File: src/rtl/spm_fill_ctrl_pkg.sv
// Shared definitions for the SPM port-B fill controller: strobe/direction
// encodings, default widths and the fill FSM state type.
package spm_fill_ctrl_pkg;

  localparam logic ENABLE_  = 1'b0;
  localparam logic DISABLE_ = 1'b1;
  localparam logic READ     = 1'b1;
  localparam logic WRITE    = 1'b0;

  localparam int SPM_ADDR_W     = 12;
  localparam int SPM_DATA_W     = 32;
  localparam int STARVE_MAX_DEF = 16;

  typedef enum logic [1:0] {
    ST_IDLE = 2'd0,
    ST_FILL = 2'd1,
    ST_DONE = 2'd2
  } fill_state_e;

endpackage

File: src/rtl/spm_fill_ctrl.sv
// SPM port-B owner: shares the port between the MEM stage and a block-fill
// engine that writes a (constant or incrementing) pattern into idle cycles.
//
// state | meaning
// IDLE  | engine parked, port B follows the MEM stage
// FILL  | engine writes one word per cycle the MEM stage leaves port B idle
// DONE  | single cycle after the last write, done_irq asserted
module spm_fill_ctrl
  import spm_fill_ctrl_pkg::*;
#(
  parameter int ADDR_W     = SPM_ADDR_W,
  parameter int DATA_W     = SPM_DATA_W,
  parameter int STARVE_MAX = STARVE_MAX_DEF
) (
  input  logic              clk,
  input  logic              reset,
  input  logic [ADDR_W-1:0] mem_spm_addr,
  input  logic              mem_spm_as_,
  input  logic              mem_spm_rw,
  input  logic [DATA_W-1:0] mem_spm_wr_data,
  output logic [DATA_W-1:0] mem_spm_rd_data,
  output logic              mem_spm_stall,
  output logic [ADDR_W-1:0] spm_addr,
  output logic              spm_as_,
  output logic              spm_rw,
  output logic [DATA_W-1:0] spm_wr_data,
  input  logic [DATA_W-1:0] spm_rd_data,
  input  logic              cfg_start,
  input  logic              cfg_abort,
  input  logic [ADDR_W-1:0] cfg_base,
  input  logic [ADDR_W:0]   cfg_len,
  input  logic [DATA_W-1:0] cfg_pattern,
  input  logic              cfg_incr,
  output logic              busy,
  output logic              done_irq,
  output logic [ADDR_W:0]   remain
);

  localparam int SW = $clog2(STARVE_MAX + 1);
  localparam logic [SW-1:0] STARVE_LIM = SW'(STARVE_MAX);

  fill_state_e       state, state_nxt;
  logic [ADDR_W-1:0] cur_addr, cur_addr_nxt;
  logic [DATA_W-1:0] cur_data, cur_data_nxt;
  logic [ADDR_W:0]   remain_nxt;
  logic [SW-1:0]     starve_cnt, starve_cnt_nxt;
  logic              incr_r, incr_nxt;

  logic mem_req;
  logic forced;
  logic eng_wr;

  // An aborting cycle never writes, so it never needs to stall MEM either.
  assign mem_req = (mem_spm_as_ == ENABLE_);
  assign forced  = (state == ST_FILL) && !cfg_abort && mem_req &&
                   (starve_cnt == STARVE_LIM);
  assign eng_wr  = (state == ST_FILL) && !cfg_abort && (!mem_req || forced);

  always_comb begin
    spm_addr      = mem_spm_addr;
    spm_as_       = mem_spm_as_;
    spm_rw        = mem_spm_rw;
    spm_wr_data   = mem_spm_wr_data;
    mem_spm_stall = 1'b0;
    if (reset) begin
      spm_as_ = DISABLE_;
      spm_rw  = READ;
    end else if (eng_wr) begin
      spm_addr      = cur_addr;
      spm_as_       = ENABLE_;
      spm_rw        = WRITE;
      spm_wr_data   = cur_data;
      mem_spm_stall = forced;
    end
  end

  assign mem_spm_rd_data = spm_rd_data;
  assign busy            = (state == ST_FILL);
  assign done_irq        = (state == ST_DONE);

  always_comb begin
    state_nxt      = state;
    cur_addr_nxt   = cur_addr;
    cur_data_nxt   = cur_data;
    remain_nxt     = remain;
    starve_cnt_nxt = '0;
    incr_nxt       = incr_r;
    unique case (state)
      ST_IDLE: begin
        if (cfg_start && !cfg_abort) begin
          cur_addr_nxt = cfg_base;
          cur_data_nxt = cfg_pattern;
          remain_nxt   = cfg_len;
          incr_nxt     = cfg_incr;
          state_nxt    = (cfg_len == '0) ? ST_DONE : ST_FILL;
        end
      end
      ST_FILL: begin
        if (cfg_abort) begin
          state_nxt = ST_IDLE;
        end else if (eng_wr) begin
          cur_addr_nxt = cur_addr + 1'b1;
          cur_data_nxt = cur_data + DATA_W'(incr_r);
          remain_nxt   = remain - 1'b1;
          if (remain == (ADDR_W+1)'(1)) state_nxt = ST_DONE;
        end else begin
          starve_cnt_nxt = starve_cnt + 1'b1;
        end
      end
      ST_DONE: state_nxt = ST_IDLE;
      default: state_nxt = ST_IDLE;
    endcase
  end

  always_ff @(posedge clk) begin
    if (reset) begin
      state      <= ST_IDLE;
      cur_addr   <= '0;
      cur_data   <= '0;
      remain     <= '0;
      starve_cnt <= '0;
      incr_r     <= 1'b0;
    end else begin
      state      <= state_nxt;
      cur_addr   <= cur_addr_nxt;
      cur_data   <= cur_data_nxt;
      remain     <= remain_nxt;
      starve_cnt <= starve_cnt_nxt;
      incr_r     <= incr_nxt;
    end
  end

endmodule

File: config.mk
export PLATFORM = sky130hd
export DESIGN_NAME = spm_fill_ctrl
export DESIGN_NICKNAME = d
export VERILOG_FILES = /design/src/rtl/spm_fill_ctrl_pkg.sv /design/src/rtl/spm_fill_ctrl.sv
export SDC_FILE = /design/constraint.sdc
export NUM_CORES = 1
export LEC_CHECK = 0
export ABC_AREA = 1
export ABC_CLOCK_PERIOD_IN_PS = 3300
export CAP_MARGIN = 20
export CORE_MARGIN = 8
export CORE_UTILIZATION = 46
export CTS_CLUSTER_SIZE = 8
export DETAILED_ROUTE_END_ITERATION = 8
export GPL_ROUTABILITY_DRIVEN = 1
export GPL_TIMING_DRIVEN = 0
export PLACE_DENSITY_LB_ADDON = 0.2
export RECOVER_POWER = 25
export SLEW_MARGIN = 10
export SYNTH_ARGS = -nofsm -noshare
export SYNTH_HDL_FRONTEND = slang
export SYNTH_SLANG_ARGS = --single-unit
File: constraint.sdc
create_clock -name clk -period 3.3 [get_ports clk]
set_clock_uncertainty 0.05 [all_clocks]
set_input_delay 0.495 -clock clk [delete_from_list [all_inputs] [get_ports clk]]
set_output_delay 0.495 -clock clk [all_outputs]
set_load 0.01 [all_outputs]
# [After elaboration in Yosys (flattened, before gate mapping)]
# Cells that the tools add are included.
[word_totals] reg_bits=65 output_inout_bits=94 word_cells=63 inputBits=140
[op_classes] n_addsub=4 n_reduce_logical=14 eq_ne=9 n_mux=28 bitwise=2
[ops] op="32-bit 2-to-1 mux" n=5
[ops] op="32-bit case mux with 2 select lines" n=1
[ops] op="12-bit 2-to-1 mux" n=5
[ops] op="13-bit 2-to-1 mux" n=3
[ops] op="32-bit by 1-bit adder with 32-bit output" n=1
[ops] op="13-bit case mux with 2 select lines" n=1
[ops] op="12-bit case mux with 2 select lines" n=1
[ops] op="13-bit by 1-bit equality test with 1-bit output, second input constant" n=1
[ops] op="13-bit zero test" n=1
[ops] op="13-bit by 1-bit subtractor with 13-bit output, second input constant" n=1
[ops] op="12-bit by 1-bit adder with 12-bit output, second input constant" n=1
[ops] op="2-bit 2-to-1 mux" n=5
[ops] op="1-bit 2-to-1 mux" n=6
[ops] op="3-bit by 2-bit != test with 1-bit output, second input constant" n=2
[ops] op="5-bit by 1-bit adder with 5-bit output, second input constant" n=1
[ops] op="5-bit equality test, second input constant" n=1
[ops] op="1-bit logical AND" n=5
[ops] op="2-bit != test, second input constant" n=2
[ops] op="2-bit case mux with 2 select lines" n=1
[ops] op="4-bit AND reduction" n=1
[ops] op="4-bit OR reduction" n=1
[ops] op="3-bit AND reduction" n=1
[ops] op="2-bit by 1-bit equality test with 1-bit output, second input constant" n=1
[ops] op="2-bit equality test, second input constant" n=1
[ops] op="7 further kinds" n=8

# [Longest topological paths before layout]
# Gate-level depths: netlist (run 1).
[depth] ltp_word=9 depth_mapped=12 ltp_nobuf=12

# [Least setup slack after synthesis (run 1)]
# Ideal clock, no wire load.
[synth_path] path_kind="input-to-output" from="input cfg_abort" to="output spm_addr[2]" stages=6 path_buffers=1 required_ps=2755 path_slack_ps=1328 arrival_ps=1427 cell_sequence="inv_1 -> nand2_2 -> o21ai_1 -> nand2_1 -> clkbuf_1 -> o21ai_0"
[synth_between] elab_chain_len=8
[synth_lines] item="start: declaration" line_no="spm_fill_ctrl.sv:29" rtl="input logic cfg_abort,"
[synth_lines] item="1-bit zero test *" line_no="spm_fill_ctrl.sv:55, spm_fill_ctrl.sv:57"
[synth_lines] item="1-bit logical AND *" line_no="spm_fill_ctrl.sv:55, spm_fill_ctrl.sv:57"
[synth_lines] item="1-bit logical AND (2 in a row)" line_no="spm_fill_ctrl.sv:55" rtl="assign forced = (state == ST_FILL) && !cfg_abort && mem_req &&"
[synth_lines] item="1-bit logical OR" line_no="spm_fill_ctrl.sv:57" rtl="assign eng_wr = (state == ST_FILL) && !cfg_abort && (!mem_req || forced);"
[synth_lines] item="1-bit logical AND *" line_no="spm_fill_ctrl.sv:57"
[synth_lines] item="12-bit 2-to-1 mux *" line_no="spm_fill_ctrl.sv:68" rtl="end else if (eng_wr) begin"
[synth_lines] item="12-bit 2-to-1 mux *" line_no="spm_fill_ctrl.sv:65" rtl="if (reset) begin"
[synth_lines] item="end: declaration" line_no="spm_fill_ctrl.sv:23" rtl="output logic [ADDR_W-1:0] spm_addr,"
# Mark *: on every way between the ends. The rest lies on a longest branch, timed or not.

# [Worst setup path after layout (run 1)]
[layout_path] from="input reset" to="output spm_addr[11]"
[layout_between] elab_chain_len=1
[layout_lines] item="start: declaration" line_no="spm_fill_ctrl.sv:16" rtl="input logic reset,"
[layout_lines] item="12-bit 2-to-1 mux" line_no="spm_fill_ctrl.sv:65"
# No other way between the ends.

==> results of run 1 <==
==> kinds of logic (layout without fill, tap and decap cells) <==
logic type / count (synthesis) / count (layout) / synth area share
buffers and inverters: 147 / 363 / 0.144
adder cells (fa/ha/maj): 7 / 7 / 0.0169
AND/OR/NAND/NOR: 509 / 509 / 0.403
multiplexers: 2 / 2 / 0.00387
AO/OA/AOI/OAI: 170 / 170 / 0.169
flip-flops: 65 / 65 / 0.252
XOR/XNOR: 7 / 7 / 0.0119
==> state kept, by name, indices dropped and copies added (netlist names) <==
signal,count
cur_data,32
state,2
incr_r,1
remain,13
starve_cnt,5
cur_addr,12
==> per-stage QoR <==
stage | utilization | worst slack (ns)
floorplan | - | 1.33
global placement | 0.676 | 0.144
detailed placement | 0.676 | 0.108
CTS | 0.695 | 0.110
global route | 0.695 | 0.0226
finish | 0.695 | 0.0867
==> cell usage after synthesis, types with 2 or more instances <==
cell type | instances | area share
buf_2 | 19 | 0.018
o21ai_1 | 20 | 0.019
clkbuf_1 | 13 | 0.0094
nor2_2 | 2 | 0.0024
or2_2 | 5 | 0.0061
xor2_1 | 6 | 0.010
o21ai_0 | 73 | 0.071
inv_1 | 73 | 0.053
ha_1 | 7 | 0.017
dfxtp_1 | 65 | 0.25
inv_2 | 2 | 0.0015
nand3_1 | 62 | 0.060
nand2_1 | 272 | 0.20
nor2_4 | 2 | 0.0044
nand2_2 | 2 | 0.0024
mux2i_1 | 2 | 0.0039
buf_6 | 6 | 0.013
buf_4 | 32 | 0.046
nor3_1 | 11 | 0.011
nand4_1 | 11 | 0.013
a21oi_1 | 66 | 0.064
nor2_1 | 138 | 0.10
a31oi_1 | 6 | 0.0073
==> per-layer routing <==
metal	up-vias	track usage	part of all wire
met5	-	0	0
met4	0	0.141	0.039
met3	73	0.0652	0.13
met2	440	0.458	0.44
met1	3028	0.371	0.40
li1	3318	-	-
==> power groups by stage <==
stage               combinational [mW]  sequential (mW)  clock [mW]
floorplan                        0.398            0.916           0
global placement                 0.777            0.930           0
detailed placement               0.788            0.931           0
CTS                              0.792            0.913       0.774
global route                     0.858            0.924       0.807
finish                           0.793            0.917       0.781
==> area by class of cell <==
type,instances,share of cell area
buffer,71,0.0604
clock buffer,12,0.0192
multi-input combinational,695,0.413
inverter,76,0.0380
clock inverter,3,0.00860
tap,140,0.0231
timing repair buffer,201,0.266
sequential,65,0.172
==> final timing paths <==
kind / startpoint / to / cells after the start
max: reset / spm_addr[11] / 7
min: starve_cnt[0] / starve_cnt[0] / 1
max reg2reg: incr_r / cur_data[14] / 11
min reg2reg: starve_cnt[0] / starve_cnt[0] / 1
==> what timing repair did <==
action	4_1_cts	5_1_grt
gates resized for setup	0	4
hold endpoints to repair	0	0
endpoints found under the setup margin	0	8
hold buffers	0	0
==> critical path, cell delays in order <==
cell,delay [ns]
dlygate4sd3_1,0.67
nor2_1,0.08
nand2_1,0.24
buf_2,0.32
nand2_1,0.12
o21ai_0,0.14
clkdlybuf4s50_1,0.59
==> summary.md, run 1 <==
| Metric | Value |
|---|---|
| RSZ-0062 raised after global routing | false |
| GP Congestion | 0.984 |
| Vias/cell | 5.43 |
| Inst Count DP | 1248 |
| DRT antenna net count | 0 |
| Post-synth ARST share | 0 |
| Max_slew headroom | 0.439 |
| Storage cell area | 0.00130 sq mm |
| Worst IR Drop VDD | 0.000241 V |
| Vias in the first global route | 6394 |
| Fin crit share | 0.974 |
| H-tree depth | 3 |
| Root Buffer | clkbuf_8 |
| Post-CTS setup buffers | 0 |
| Part of the power in registers | 0.368 |
| Most frequent cells in the layout | nand2_1, clkdlybuf4s50_1, nor2_1, inv_1, o21ai_0 |
| Final setup fails | 0 |
| Post-Syn Area | 0.00517 sq mm |
| Register area share after synthesis | 0.252 |
| Most common cell after layout, fill and taps aside | nand2_1 |
| Die height | 122 microns |
| DIE AREA | 0.0149 sq mm |
| Largest net degree at the start of global routing | 11 |
| Clk slew on worst S/H paths | 0.08 ns |
| Worst EP arrival | 2.67 ns |
| Clock power share | 0.313 |
| Final min period | 3.21 ns |
| # fillers | 1022 |
| Maximum clock insertion buffer count | 2 |
| Area growth syn-to-layout | 46.4% |
| Critical Path RT | 2.75 ns |
| Drt initial violations | 666 |
| Cells after synthesis | 907 |
| Core Region | 0.0109 sq mm |
| Clock sink count | 65 |
| CP max FO | 10 |
| Drt wl/cell | 18.0 microns |
| Total Wirelength | 22800 microns |
| Max frequency | 311 MHz |
| Switching share of total power | 0.328 |
| CP startpoint kind | input port |
| Design Power | 2.49 mW |
| CTS tree | built |
| Hold Worst Slack | 0.413 ns |
| Global-route wire length before repair | 34100 microns |
| Final Non-Filler Cells | 1263 |
| Total power density per cell area | 329 mW/mm^2 |
| Status | finished clean |
| Hpwl dp | 17600 microns |
| Max Cap Viol | 0 |
| Pre-Repair DR Iteration Count | 6 |
| Design area | 0.00757 sq mm |
| Fin. Hold Viols | 0 |
| Die W | 122 microns |
| Pint | 1.67 mW |
| Placed Instance Area | 0.00736 sq mm |
| Layout cells sized above 1 | 0.0775 |
| Gr ovfl total | 0 |
| Setup TNS | 0 ns |
| EDFF count, synth | 0 |
| Clock latency on the worst-skew pair | 0.35 ns |
| HP Class | flop to flop |
| I/O pins | 234 |
| Final count of pins violating max slew | 0 |
| Antenna diode count | 0 |
| Syn avg cell area | 5.70 sq um |
| Netlist cell types | 35 |
| Slew at the pin closest to its max-slew limit | 0.841 ns |
| Multi-input gate area | 0.00312 sq mm |
| DR vias | 6859 |
| Syn Nets | 1054 |
| Input/output buffers | 201 |
| Initial Util | 0.475 |
| Initial antenna violation count | 0 |
| Ys flop type | dfxtp_1 |
| DRC viols | 0 |
| Logic pwr share | 0.318 |
| Gr usage total | 0.292 |
| R2r setup slk | 0.99 ns |
| Net Switching | 0.817 mW |
| Kind of critical path | input port to output port |
| Yosys Warn Count | 0 |
| CP Capture Type | output port |
| Yosys reg bits | 65 |
| CTS buffer count | 9 |
| Pleak | 3.11 nW |
| Cell Rows | 38 |
| # nets final | 1266 |
Power figures use the tool's default switching activity.
==> run 2, diff against run 1 <==
SLEW_MARGIN = default   (was 10)
==> results of run 2 <==
The final DEF is identical to that of run 1; final timing and power are the same.
==> run 3, diff against run 2 <==
ABC_CLOCK_PERIOD_IN_PS = 2600   (was 3300)
CORE_UTILIZATION = 39   (was 46)
clock period = 2.6 ns   (was 3.3 ns; I/O delays follow)
==> run 3 against run 2 <==
Compared with the run above: sequential share of layout area fell by 0.40 points; register-to-register slack got worse by 0.65 ns; count of clock-buffer cells in the layout fell by 1; utilization fell by 10 points; worst setup slack got worse by 0.0083 ns; critical endpoint is now busy.
==> summary.md, run 3 (synthesis gave the netlist of run 1 again) <==
| Metric | Value |
|---|---|
| Status | finished clean |
| Cell Rows | 42 |
| Worst path cell trace | inv_2, nor2_4, buf_2, buf_2, clkdlybuf4s50_1 |
| DRT antenna net count | 0 |
| I/O pins | 234 |
| Worst EP arrival | 2.08 ns |
| Antenna diode count | 0 |
| Max frequency | 397 MHz |
| Clk slew on worst S/H paths | 0.06 ns |
| Core Region | 0.0131 sq mm |
| CP max FO | 10 |
| HP Class | flop to flop |
| CP Capture Type | output port |
| RSZ-0062 raised after global routing | false |
| Vias/cell | 5.18 |
| Buf+Inv Stages, Crit Path | 4 |
| Most used cell, CP | buf_2 |
| Drt wl/cell | 17.2 microns |
| Pre-CTS setup slack | -0.409 ns |
| Input/output buffers | 201 |
| Fin. Hold Viols | 0 |
| PnR worst setup slack | 0.0784 ns |
| Area growth syn-to-layout | 50.2% |
| Pre-Repair DR Iteration Count | 6 |
| Maximum clock insertion buffer count | 2 |
| CP max-delay cell | clkdlybuf4s50_1 |
| Kind of critical path | flop to output port |
| Worst R2R Start | cur_data[0] |
| Design Power | 3.39 mW |
| Root Buffer | clkbuf_16 |
| GP Congestion | 0.969 |
| Final min period | 2.52 ns |
| Gr ovfl total | 0 |
| Top Registers | cur_data (32), remain (13), cur_addr (12) |
| DIE AREA | 0.0172 sq mm |
| Most frequent cells in the layout | nand2_1, nor2_1, clkdlybuf4s50_1, inv_1, o21ai_0 |
| Die height | 131 microns |
| CP Launch Point | state[0] |
| Largest delay contributor family on the critical path | buffers and inverters |
| DRC viols | 0 |
| Vias in the first global route | 6482 |
| Total Wirelength | 22400 microns |
| Max_slew headroom | 0.492 |
| Layout cells sized above 1 | 0.0912 |
| Fin crit share | 0.970 |
| Hold_sp | starve_cnt[0] |
| Die W | 131 microns |
| Max Cap Viol | 0 |
| Slew at the pin closest to its max-slew limit | 0.762 ns |
| CTS buffer count | 9 |
| CTS tree | built |
| Number of flip-flops in the largest register | 32 |
| Global-route wire length before repair | 35100 microns |
| Top reg by flops | cur_data |
| Inst Count DP | 1284 |
| Hpwl dp | 17300 microns |
| Gr usage total | 0.252 |
| Pleak | 3.26 nW |
| Critical Path RT | 2.16 ns |
| Clock latency on the worst-skew pair | 0.34 ns |
| Multi-input gate area | 0.00316 sq mm |
| Total power density per cell area | 437 mW/mm^2 |
| Setup TNS | 0 ns |
| Final setup fails | 0 |
| H-tree depth | 3 |
| Initial antenna violation count | 0 |
| Worst IR Drop VDD | 0.000365 V |
| Clock sink count | 65 |
| # nets final | 1271 |
| Max incr delay on CP | 0.62 ns |
| Final Non-Filler Cells | 1305 |
| Largest net degree at the start of global routing | 12 |
| # fillers | 1295 |
| DR vias | 6764 |
| Initial Util | 0.395 |
| Storage cell area | 0.00130 sq mm |
| Final count of pins violating max slew | 0 |
| CP startpoint kind | flop |
| Drt initial violations | 671 |
| Most common cell after layout, fill and taps aside | nand2_1 |
[run 3: power by group]
group | switching, mW | internal [mW] | leakage, nW
Combinational | 0.513 | 0.470 | 2.58
Clock | 0.480 | 0.766 | 0.142
Sequential | 0.0909 | 1.07 | 0.534
[run 3: worst paths after layout]
kind / to / slack, ns / cells after the start
setup / recovery: busy / 0.08 / 5
hold / removal: starve_cnt[0] / 0.38 / 1
setup reg to reg: cur_data[14] / 0.34 / 11
hold reg to reg: starve_cnt[0] / 0.38 / 1
[run 3: worst reg2reg max path, stage by stage, from the launching register on]
cell and delay (ns):
dfxtp_1 0.36, ha_1 0.20, ha_1 0.20, nand2_1 0.11, nor2_1 0.23, nand2_1 0.18
nor2_1 0.39, nor2_1 0.08, nor2_1 0.16, nand3_1 0.09, nand2_1 0.07, nor2_1 0.05
[run 3: final cells by class]
type | count | area share
multi-input cells | 695 | 0.407
repair buffers | 206 | 0.259
flip-flops and latches | 65 | 0.168
plain buffers | 71 | 0.0621
inverters | 76 | 0.0376
clock buffers | 11 | 0.0313
well taps | 176 | 0.0284
clock inverters | 5 | 0.00709
[run 3: timing repair]
item	in CTS	in global routing
buffers inserted	1	4
pin swaps	1	2
hold buffers	0	0
gates resized for setup	64	13
endpoints found under the setup margin	44	29
cloned	0	0
[run 3: through the flow]
step	cell area, sq um	hold WS (ns)	util
4_1_cts	7710	0.385	0.589
5_1_grt	7760	0.409	0.593
2_1_floorplan	5170	0.380	-
3_5_place_dp	7400	0.412	0.566
6_report	7760	0.384	0.593
3_3_place_gp	7400	0.398	0.566
[run 3: metal layers]
layer | vias up | global-route usage | routed length (microns)
li1 | 3326 | - | -
met1 | 2987 | 0.325 | 9370
met2 | 414 | 0.393 | 9930
met3 | 37 | 0.0705 | 2580
met4 | 0 | 0.0884 | 504
met5 | - | 0 | 0
